===== config.mk =====
export PLATFORM = sky130hd
export DESIGN_NAME = uart_tx_ctrl
export DESIGN_NICKNAME = d
export VERILOG_FILES = /design/src/rtl/uart_tx_ctrl.sv
export SDC_FILE = /design/constraint.sdc
export NUM_CORES = 1
export LEC_CHECK = 0
export CORE_UTILIZATION = 55
export CTS_CLUSTER_DIAMETER = 120
export DETAILED_ROUTE_END_ITERATION = 8
export PLACE_DENSITY = 0.8
export SKIP_CTS_REPAIR_TIMING = 1
export SKIP_LAST_GASP = 1
export SYNTH_ARGS = -nofsm -noshare
export SYNTH_HDL_FRONTEND = slang
export SYNTH_SLANG_ARGS = --single-unit

===== constraint.sdc =====
create_clock -name pclk -period 4.7 [get_ports pclk]
set_input_delay 1.175 -clock pclk [delete_from_list [all_inputs] [get_ports pclk]]
set_output_delay 1.175 -clock pclk [all_outputs]
set_load 0.05 [all_outputs]

===== src/rtl/uart_tx_ctrl.sv =====
// UART transmit controller: byte FIFO feeding a start/data/parity/stop serializer
// that advances one bit per transmit_edge from the baud generator.
module uart_tx_ctrl #(
    parameter int unsigned DEPTH = 4
) (
    input  logic                     pclk,
    input  logic                     preset,
    input  logic [7:0]               wdata,
    input  logic                     wvalid,
    output logic                     wready,
    input  logic [1:0]               wls,
    input  logic                     stb,
    input  logic                     pen,
    input  logic                     eps,
    input  logic                     sp,
    input  logic                     brk,
    input  logic                     transmit_edge,
    output logic                     transmit_clk_clr,
    output logic                     txd,
    output logic                     tx_busy,
    output logic                     tx_done,
    output logic                     thre,
    output logic                     temt,
    output logic [$clog2(DEPTH):0]   fifo_level
);

    localparam int unsigned AW = $clog2(DEPTH);
    localparam int unsigned LW = AW + 1;

    typedef enum logic [2:0] {IDLE, START, DATA, PARITY, STOP} state_t;

    state_t          state, state_next;
    logic [7:0]      mem [DEPTH];
    logic [AW-1:0]   wptr, rptr;
    logic [LW-1:0]   level;
    logic [7:0]      shifter;
    logic [2:0]      bit_cnt;
    logic            stop_cnt;
    logic            par;
    logic [1:0]      f_wls;
    logic            f_stb, f_pen, f_eps, f_sp;
    logic            txd_r, clr_r, done_r, busy_r;
    logic            bit_edge, last_data, last_stop, fifo_nempty, push, pop;
    logic            txd_next, clr_next, done_next, par_cur;

    // A bit edge coinciding with the counter restart belongs to the old count.
    assign bit_edge    = transmit_edge & ~clr_r;
    assign fifo_nempty = (level != '0);
    assign wready      = (level != LW'(DEPTH));
    assign push        = wvalid & wready;
    assign last_data   = (bit_cnt == ({1'b0, f_wls} + 3'd4));
    assign last_stop   = (stop_cnt == f_stb);

    assign thre             = ~fifo_nempty;
    assign temt             = ~fifo_nempty & (state == IDLE);
    assign fifo_level       = level;
    assign txd              = txd_r;
    assign transmit_clk_clr = clr_r;
    assign tx_done          = done_r;
    assign tx_busy          = busy_r;

    always_ff @(posedge pclk) begin
        if (preset) state <= IDLE;
        else        state <= state_next;
    end

    always_comb begin
        state_next = state;
        pop        = 1'b0;
        unique case (state)
            IDLE: if (fifo_nempty) begin
                pop        = 1'b1;
                state_next = START;
            end
            START:  if (bit_edge) state_next = DATA;
            DATA:   if (bit_edge && last_data) state_next = f_pen ? PARITY : STOP;
            PARITY: if (bit_edge) state_next = STOP;
            STOP: if (bit_edge && last_stop) begin
                if (fifo_nempty) begin
                    pop        = 1'b1;
                    state_next = START;
                end else begin
                    state_next = IDLE;
                end
            end
            default: state_next = IDLE;
        endcase
    end

    // txd is registered, so it is computed for the bit that follows this edge.
    always_comb begin
        par_cur   = (state == DATA) ? (par ^ shifter[0]) : par;
        clr_next  = pop;
        done_next = (state == STOP) && bit_edge && last_stop;
        unique case (state_next)
            START:  txd_next = 1'b0;
            DATA:   txd_next = (state == DATA && bit_edge) ? shifter[1] : shifter[0];
            PARITY: txd_next = f_sp ? ~f_eps : (f_eps ? par_cur : ~par_cur);
            default: txd_next = 1'b1;
        endcase
    end

    always_ff @(posedge pclk) begin
        if (push) mem[wptr] <= wdata;
    end

    always_ff @(posedge pclk) begin
        if (preset) begin
            wptr     <= '0;
            rptr     <= '0;
            level    <= '0;
            shifter  <= '0;
            bit_cnt  <= '0;
            stop_cnt <= 1'b0;
            par      <= 1'b0;
            f_wls    <= '0;
            f_stb    <= 1'b0;
            f_pen    <= 1'b0;
            f_eps    <= 1'b0;
            f_sp     <= 1'b0;
            txd_r    <= 1'b1;
            clr_r    <= 1'b0;
            done_r   <= 1'b0;
            busy_r   <= 1'b0;
        end else begin
            if (push) wptr <= wptr + AW'(1);
            unique case ({push, pop})
                2'b10:   level <= level + LW'(1);
                2'b01:   level <= level - LW'(1);
                default: level <= level;
            endcase
            if (bit_edge) begin
                unique case (state)
                    DATA: begin
                        shifter <= {1'b0, shifter[7:1]};
                        bit_cnt <= bit_cnt + 3'd1;
                        par     <= par ^ shifter[0];
                    end
                    STOP:    stop_cnt <= 1'b1;
                    default: ;
                endcase
            end
            if (pop) begin
                rptr     <= rptr + AW'(1);
                shifter  <= mem[rptr];
                bit_cnt  <= '0;
                stop_cnt <= 1'b0;
                par      <= 1'b0;
                f_wls    <= wls;
                f_stb    <= stb;
                f_pen    <= pen;
                f_eps    <= eps;
                f_sp     <= sp;
            end
            txd_r  <= brk ? 1'b0 : txd_next;
            clr_r  <= clr_next;
            done_r <= done_next;
            busy_r <= (state_next != IDLE);
        end
    end

endmodule


## Word-level counts from Yosys, hierarchy flattened

Memory sizes are Yosys's and may differ from the RTL's. A register that Yosys moved wholly into a read port is not among the register bits.
Cells that the tools add are included.
Widths: inputs -> output; s select.

| operators by class | value |
|---|---|
| add/sub/neg operators | 6 |
| $mul | 0 |
| div/mod/pow operators | 0 |
| $lt $le $gt $ge | 0 |
| equality and inequality tests | 12 |
| shift-type cells | 0 |
| mux-type cells | 25 |
| bitwise operators | 8 |
| reduce and logical (&&, ||, !) cells | 15 |

Operators by type and width:

| kind | number |
|---|---|
| $mux 8 | 3 |
| $mux 3 | 6 |
| $pmux 3 s5 | 1 |
| $eq 3x2->1 const B | 4 |
| $mux 1 | 10 |
| $add 3x1->3 const B | 2 |
| $eq 3x1->1 const B | 2 |
| $pmux 3 s2 | 1 |
| $reduce_and 2->1 | 3 |
| $reduce_bool 2->1 | 3 |
| $reduce_bool 3->1 | 2 |
| $logic_and 1x1->1 | 5 |
| $add 2x1->2 const B | 2 |
| $mux 2 | 2 |
| $not 1->1 | 4 |
| $add 2x3->3 const B | 1 |
| $and 1x1->1 | 3 |
| $eq 3x3->1 | 1 |
| $eq 3x3->1 const B | 1 |
| $logic_not 3->1 | 1 |
| $ne 3x3->1 const B | 1 |
| $pmux 1 s3 | 1 |
| $sub 3x1->3 const B | 1 |
| $eq 2x1->1 const B | 1 |
| 5 further kinds | 5 |

| word-level totals | value |
|---|---|
| flip-flop bits (word level) | 33 |
| latch bits | 0 |
| memory bits (writable) | 32 |
| ROM bits | 0 |
| input port bits | 19 |
| output and inout bits | 10 |
| word-level logic and storage cells | 84 |
| memories | 1 |

Memories:

| name | words | bits a word | rd ports | clocked after Yosys merged registers in | wr ports | line | RTL |
|---|---|---|---|---|---|---|---|
| mem | 4 | 8 | 1 | 1 | 1 | 33 | `logic [7:0] mem [DEPTH];` |

## Depth between registers and ports, before layout

| logic depth | value |
|---|---|
| word-level depth | 8 |
| gate-level depth with buffers | 11 |
| gate-level depth less buffers | 10 |

## Least setup slack after synthesis

No wires, ideal clock.

| timing path | value |
|---|---|
| kind | input-to-reg |
| start point | input transmit_edge |
| end point | register level[2] (netlist: fifo_level[2]) |
| arrival time | 3.061 ns |
| setup slack | 1.569 ns |
| cell stages on the path | 11 |
| path buffers | 1 |
| cells stage by stage | nand2b_1 o21ai_2 nand2_2 inv_2 buf_4 ha_1 inv_1 fa_1 xor2_1 or3_1 a21oi_1 |

| on the way | value |
|---|---|
| word-level cells in the longest chain between the ends | 6 |

RTL lines:

| item | line | RTL |
|---|---|---|
| from (decl) | 17 | `input logic transmit_edge,` |
| $and 1x1->1 * | 47 | `assign bit_edge = transmit_edge & ~clr_r;` |
| $logic_and 1x1->1 * | 78 | `STOP: if (bit_edge && last_stop) begin` |
| $mux 1 * | 78 |  |
| $pmux 1 s2 * | 70 | `unique case (state)` |
| named net clr_next | 44 | `logic txd_next, clr_next, done_next, par_cur;` |
| $eq 2x1->1 or $eq 2x2->1 (tied branches) | 127 | `unique case ({push, pop})` |
| $pmux 3 s2 or $reduce_bool 2->1 (tied branches) | -- |  |
| to (signal assigned) | 128 | `2'b10: level <= level + LW'(1);` |
| to (signal assigned) | 129 | `2'b01: level <= level - LW'(1);` |
| to (signal assigned) | 130 | `default: level <= level;` |
| to (decl) | 35 | `logic [LW-1:0] level;` |

Mark *: on every way through the listed nets, which the timed path passes. The rest lies on a longest branch.
A chain may end at the register's enable or synchronous reset.

## Worst setup path in the final report

| timing path | value |
|---|---|
| start point | input transmit_edge |
| end point | register level[2] (netlist: fifo_level[2]) |

| on the way | value |
|---|---|
| word-level cells in the longest chain between the ends | 6 |

RTL lines:

| item | line |
|---|---|
| $and 1x1->1 * | 47 |
| $logic_and 1x1->1 * | 78 |
| $mux 1 * | 78 |
| $pmux 1 s2 * | 70 |
| $eq 2x1->1 or $eq 2x2->1 (tied branches) | 127 |
| $pmux 3 s2 or $reduce_bool 2->1 (tied branches) | -- |

Mark *: on every way between the ends. The rest lies on a longest branch, timed or not.

==> results.md <==
* CP max FO at 18
* Global-route wire length before repair at 8.169 mm
* Switching Share at 35.11%
* Die width at 73.08 um
* Netlist area before placement at 0.002779 mm^2
* Post-synthesis register bit count at 67
* Synth Area in Compound Gates at 7.519%
* Antenna-violating nets left at 0
* Critical path, cell by cell: clkdlybuf4s50_1 -> nand2b_1 -> o21ai_2 -> nand2_2 -> inv_2 -> ha_1 -> inv_1 -> fa_1 -> xor2_1 -> or3_1 -> a21oi_1
* Die height at 73.08 um
* Final GP Congestion at 0.7318
* Part of the cycle the worst path needs at 71.95%
* Mux contribution to synthesized area at 7.699%
* TritonRoute pass-1 iters at 4
* Pre-CTS WS at 969.4 ps
* RSZ-0062 raised after global routing: no
* Syn Area/Cell at 12.46 um^2
* Nets at 280
* Synth unique cells at 45
* Leak pwr at 1.201 nW
* H-tree depth at 3
* Initial Utilization at 58.07%
* Top post-synthesis cells by area: edfxtp_1 35%, dfxtp_1 25%, mux4_2 6.5%, a21oi_1 2.7%, ha_1 2.7%
* Worst setup SP type: primary input
* Via Count at 1,785
* Syn nets at 249
* Fin crit period at 3382 ps
* Post-synth EDFFs at 32
* Clock Latency Late Sink at 340 ps
* Final Skew at 12.56 ps
* Sw power at 0.7839 mW
* Simple-gate share of the synthesized area at 14.72%
* Area delta synth->final at 21.43%
* Total power at 2.233 mW
* Worst EP arrival at 3660 ps
* Flop pwr share at 37.5%
* Finish-stage setup viols at 0
* Reg area at 0.001662 mm^2
* Routed WL at 5.017 mm
* XOR/XNOR share of the synthesized area at 3.782%
* Routed length per placed instance at 15.39 um
* Max incr delay on CP at 500 ps
* Max_cap viols at 0
* Tightest Pin Transition at 582.5 ps
* Post-synth top flop: dfxtp_1
* GRT Total Usage at 21.27%
* Clock share of power at 28.0%
* Number of fill cells at 335
* DRT iter0 DRCs at 155
* Worst IR Drop VDD at 0.3432 mV
* Crit path required time at 4980 ps
* Hold path start: shifter[4]
* Vias in the first global route at 1,785
* Core Region at 0.004786 mm^2
* Final worst slack at 1318 ps
* Top cells by count, synth: 35 x dfxtp_1, 32 x edfxtp_1, 19 x nand2_1, 18 x nor2_1, 15 x a21oi_1
* Ports at 29
* Initial antenna violation count at 0
* Clk buf depth at 2
* Register area share after synthesis at 59.79%
* TritonCTS buffer count at 9
* Status: completed
* Dpl hpwl at 3.370 mm
* Total gr overflow at 0
* Cell family with most CP delay: buffers and inverters
* Setup_tns at 0 ps
* CP bufs+invs at 3
* Pint at 1.449 mW
* Synth async-reset ratio at 0%
* CTS tree: built
* Vias/cell at 5.475
* Class of the most critical setup path: in -> reg
* Most numerous cell in the Yosys netlist: dfxtp_1
* ANT cells at 0
* Synth warnings at 0
* Clock-pin slew on the worst setup and hold paths at 80 ps
* Clock sinks at 67
* DRC at 0
* Worst min-delay path class: reg -> reg
* Fmax at 0.2957 GHz
* Post-Synth Adder-Cell Area at 3.422%
* Hold Fails Final Rpt at 0
* CP Capture Type: register
* Largest family of logic cells by synthesized area: simple AND/OR/NAND/NOR gates
* Source of the critical timing path: transmit_edge
* CP max-delay cell: clkdlybuf4s50_1
* Layout cell share with drive strength beyond 1 at 14.29%
* Slew Limit Fails at 0
* Logic gate share of total power at 34.5%
* P per Cell Area at 661.6 mW/mm^2
* CTS Root Cell: clkbuf_8
* Area share of the largest cell type after synthesis at 34.58%
* Synth area leader: edfxtp_1
* Relative slew slack at 61.11%
* Full die area at 0.005341 mm^2
* Reg-to-reg startpoint: state[0]
* Multi-input logic area at 0.001032 mm^2
* FP Rows at 25
* Worst hold slack at 474.0 ps
* Largest net degree at the start of global routing at 35
* Post-synthesis cell count at 223
* PortBufs at 28
[power by group through the flow]
stage                     clock (mW)  combinational [mW]  sequential [mW]
final                          0.625               0.769            0.838
after global routing           0.655               0.842            0.853
after CTS                      0.633               0.775            0.839
after detailed placement           0               0.773            0.850
after global placement             0               0.747            0.845
after floorplan                    0               0.541            0.871
[worst register-to-register path, stage by stage (launching register included)]
cell and delay [ps]:
dfxtp_1 430, nor3_2 310, nand2_2 290, inv_2 140, ha_1 190, inv_1 60
fa_1 370, xor2_1 170, or3_1 310, a21oi_1 140
[sequential cells by signal, indices dropped and copies added, names as in the netlist, named ones only]
name and flops:
transmit_clk_clr 1, shifter 8, wptr 2, mem 32
txd 1, f_sp 1, fifo_level 3, tx_busy 1
tx_done 1, stop_cnt 1, par 1, state 3
f_wls 2, f_pen 1, rptr 2, f_stb 1
f_eps 1, bit_cnt 3
[routing by layer]
metal	wire, um	global-route usage [%]	share of wire, %	vias up
met5	0	0	0	-
met4	148	12.64	2.9	0
met3	160	4.282	3.2	13
met2	2519	35.91	50	37
met1	2190	25.09	44	866
li1	-	-	-	869
[layout make-up]
class,instances,area share [%]
flip-flops and latches,67,49.24
clock inverters,7,4.153
clock buffers,9,3.671
repair buffers,31,8.973
multi-input cells,137,30.59
inverters,8,0.8899
well taps,67,2.484
[placed cells by master, fill, tap and decap left out, types with 2 or more instances in the layout]
cell / count
dfxtp_1: 35
edfxtp_1: 32
clkdlybuf4s50_1: 28
nand2_1: 19
nor2_1: 18
a21oi_1: 15
nand3_1: 10
clkbuf_8: 9
xor2_1: 8
mux4_2: 8
inv_1: 7
nor3_1: 6
ha_1: 6
a22oi_1: 5
and3_1: 4
xnor2_1: 4
bufinv_16: 4
nand2b_1: 3
buf_4: 3
nor3_2: 2
nor2b_1: 2
a31oi_1: 2
nor4_1: 2
mux2i_1: 2
[path summary, 6_finish.rpt]
kind / endpoint / slack [ps] / cells past startpoint
max: fifo_level[2] / 1320 / 11
min reg2reg: shifter[4] / 470 / 2
min: shifter[4] / 470 / 2
max reg2reg: fifo_level[2] / 2240 / 9
[logic make-up after synthesis]
| family | count (synthesis) |
|---|---|
| flops | 67 |
| xor+xnor | 12 |
| simple gates | 77 |
| mux | 11 |
| buf+inv | 19 |
| fa+ha+maj | 7 |
| compound gates | 30 |
[stage by stage]
step | utilization, % | instance area, um^2 | std cells
after floorplan | - | 2779 | 223
after detailed placement | 64.99 | 3110 | 310
after CTS | 70.51 | 3374 | 326
after global routing | 70.51 | 3374 | 326
after global placement | 64.99 | 3110 | 310
final | 70.51 | 3374 | 326
Power figures use the tool's default switching activity.
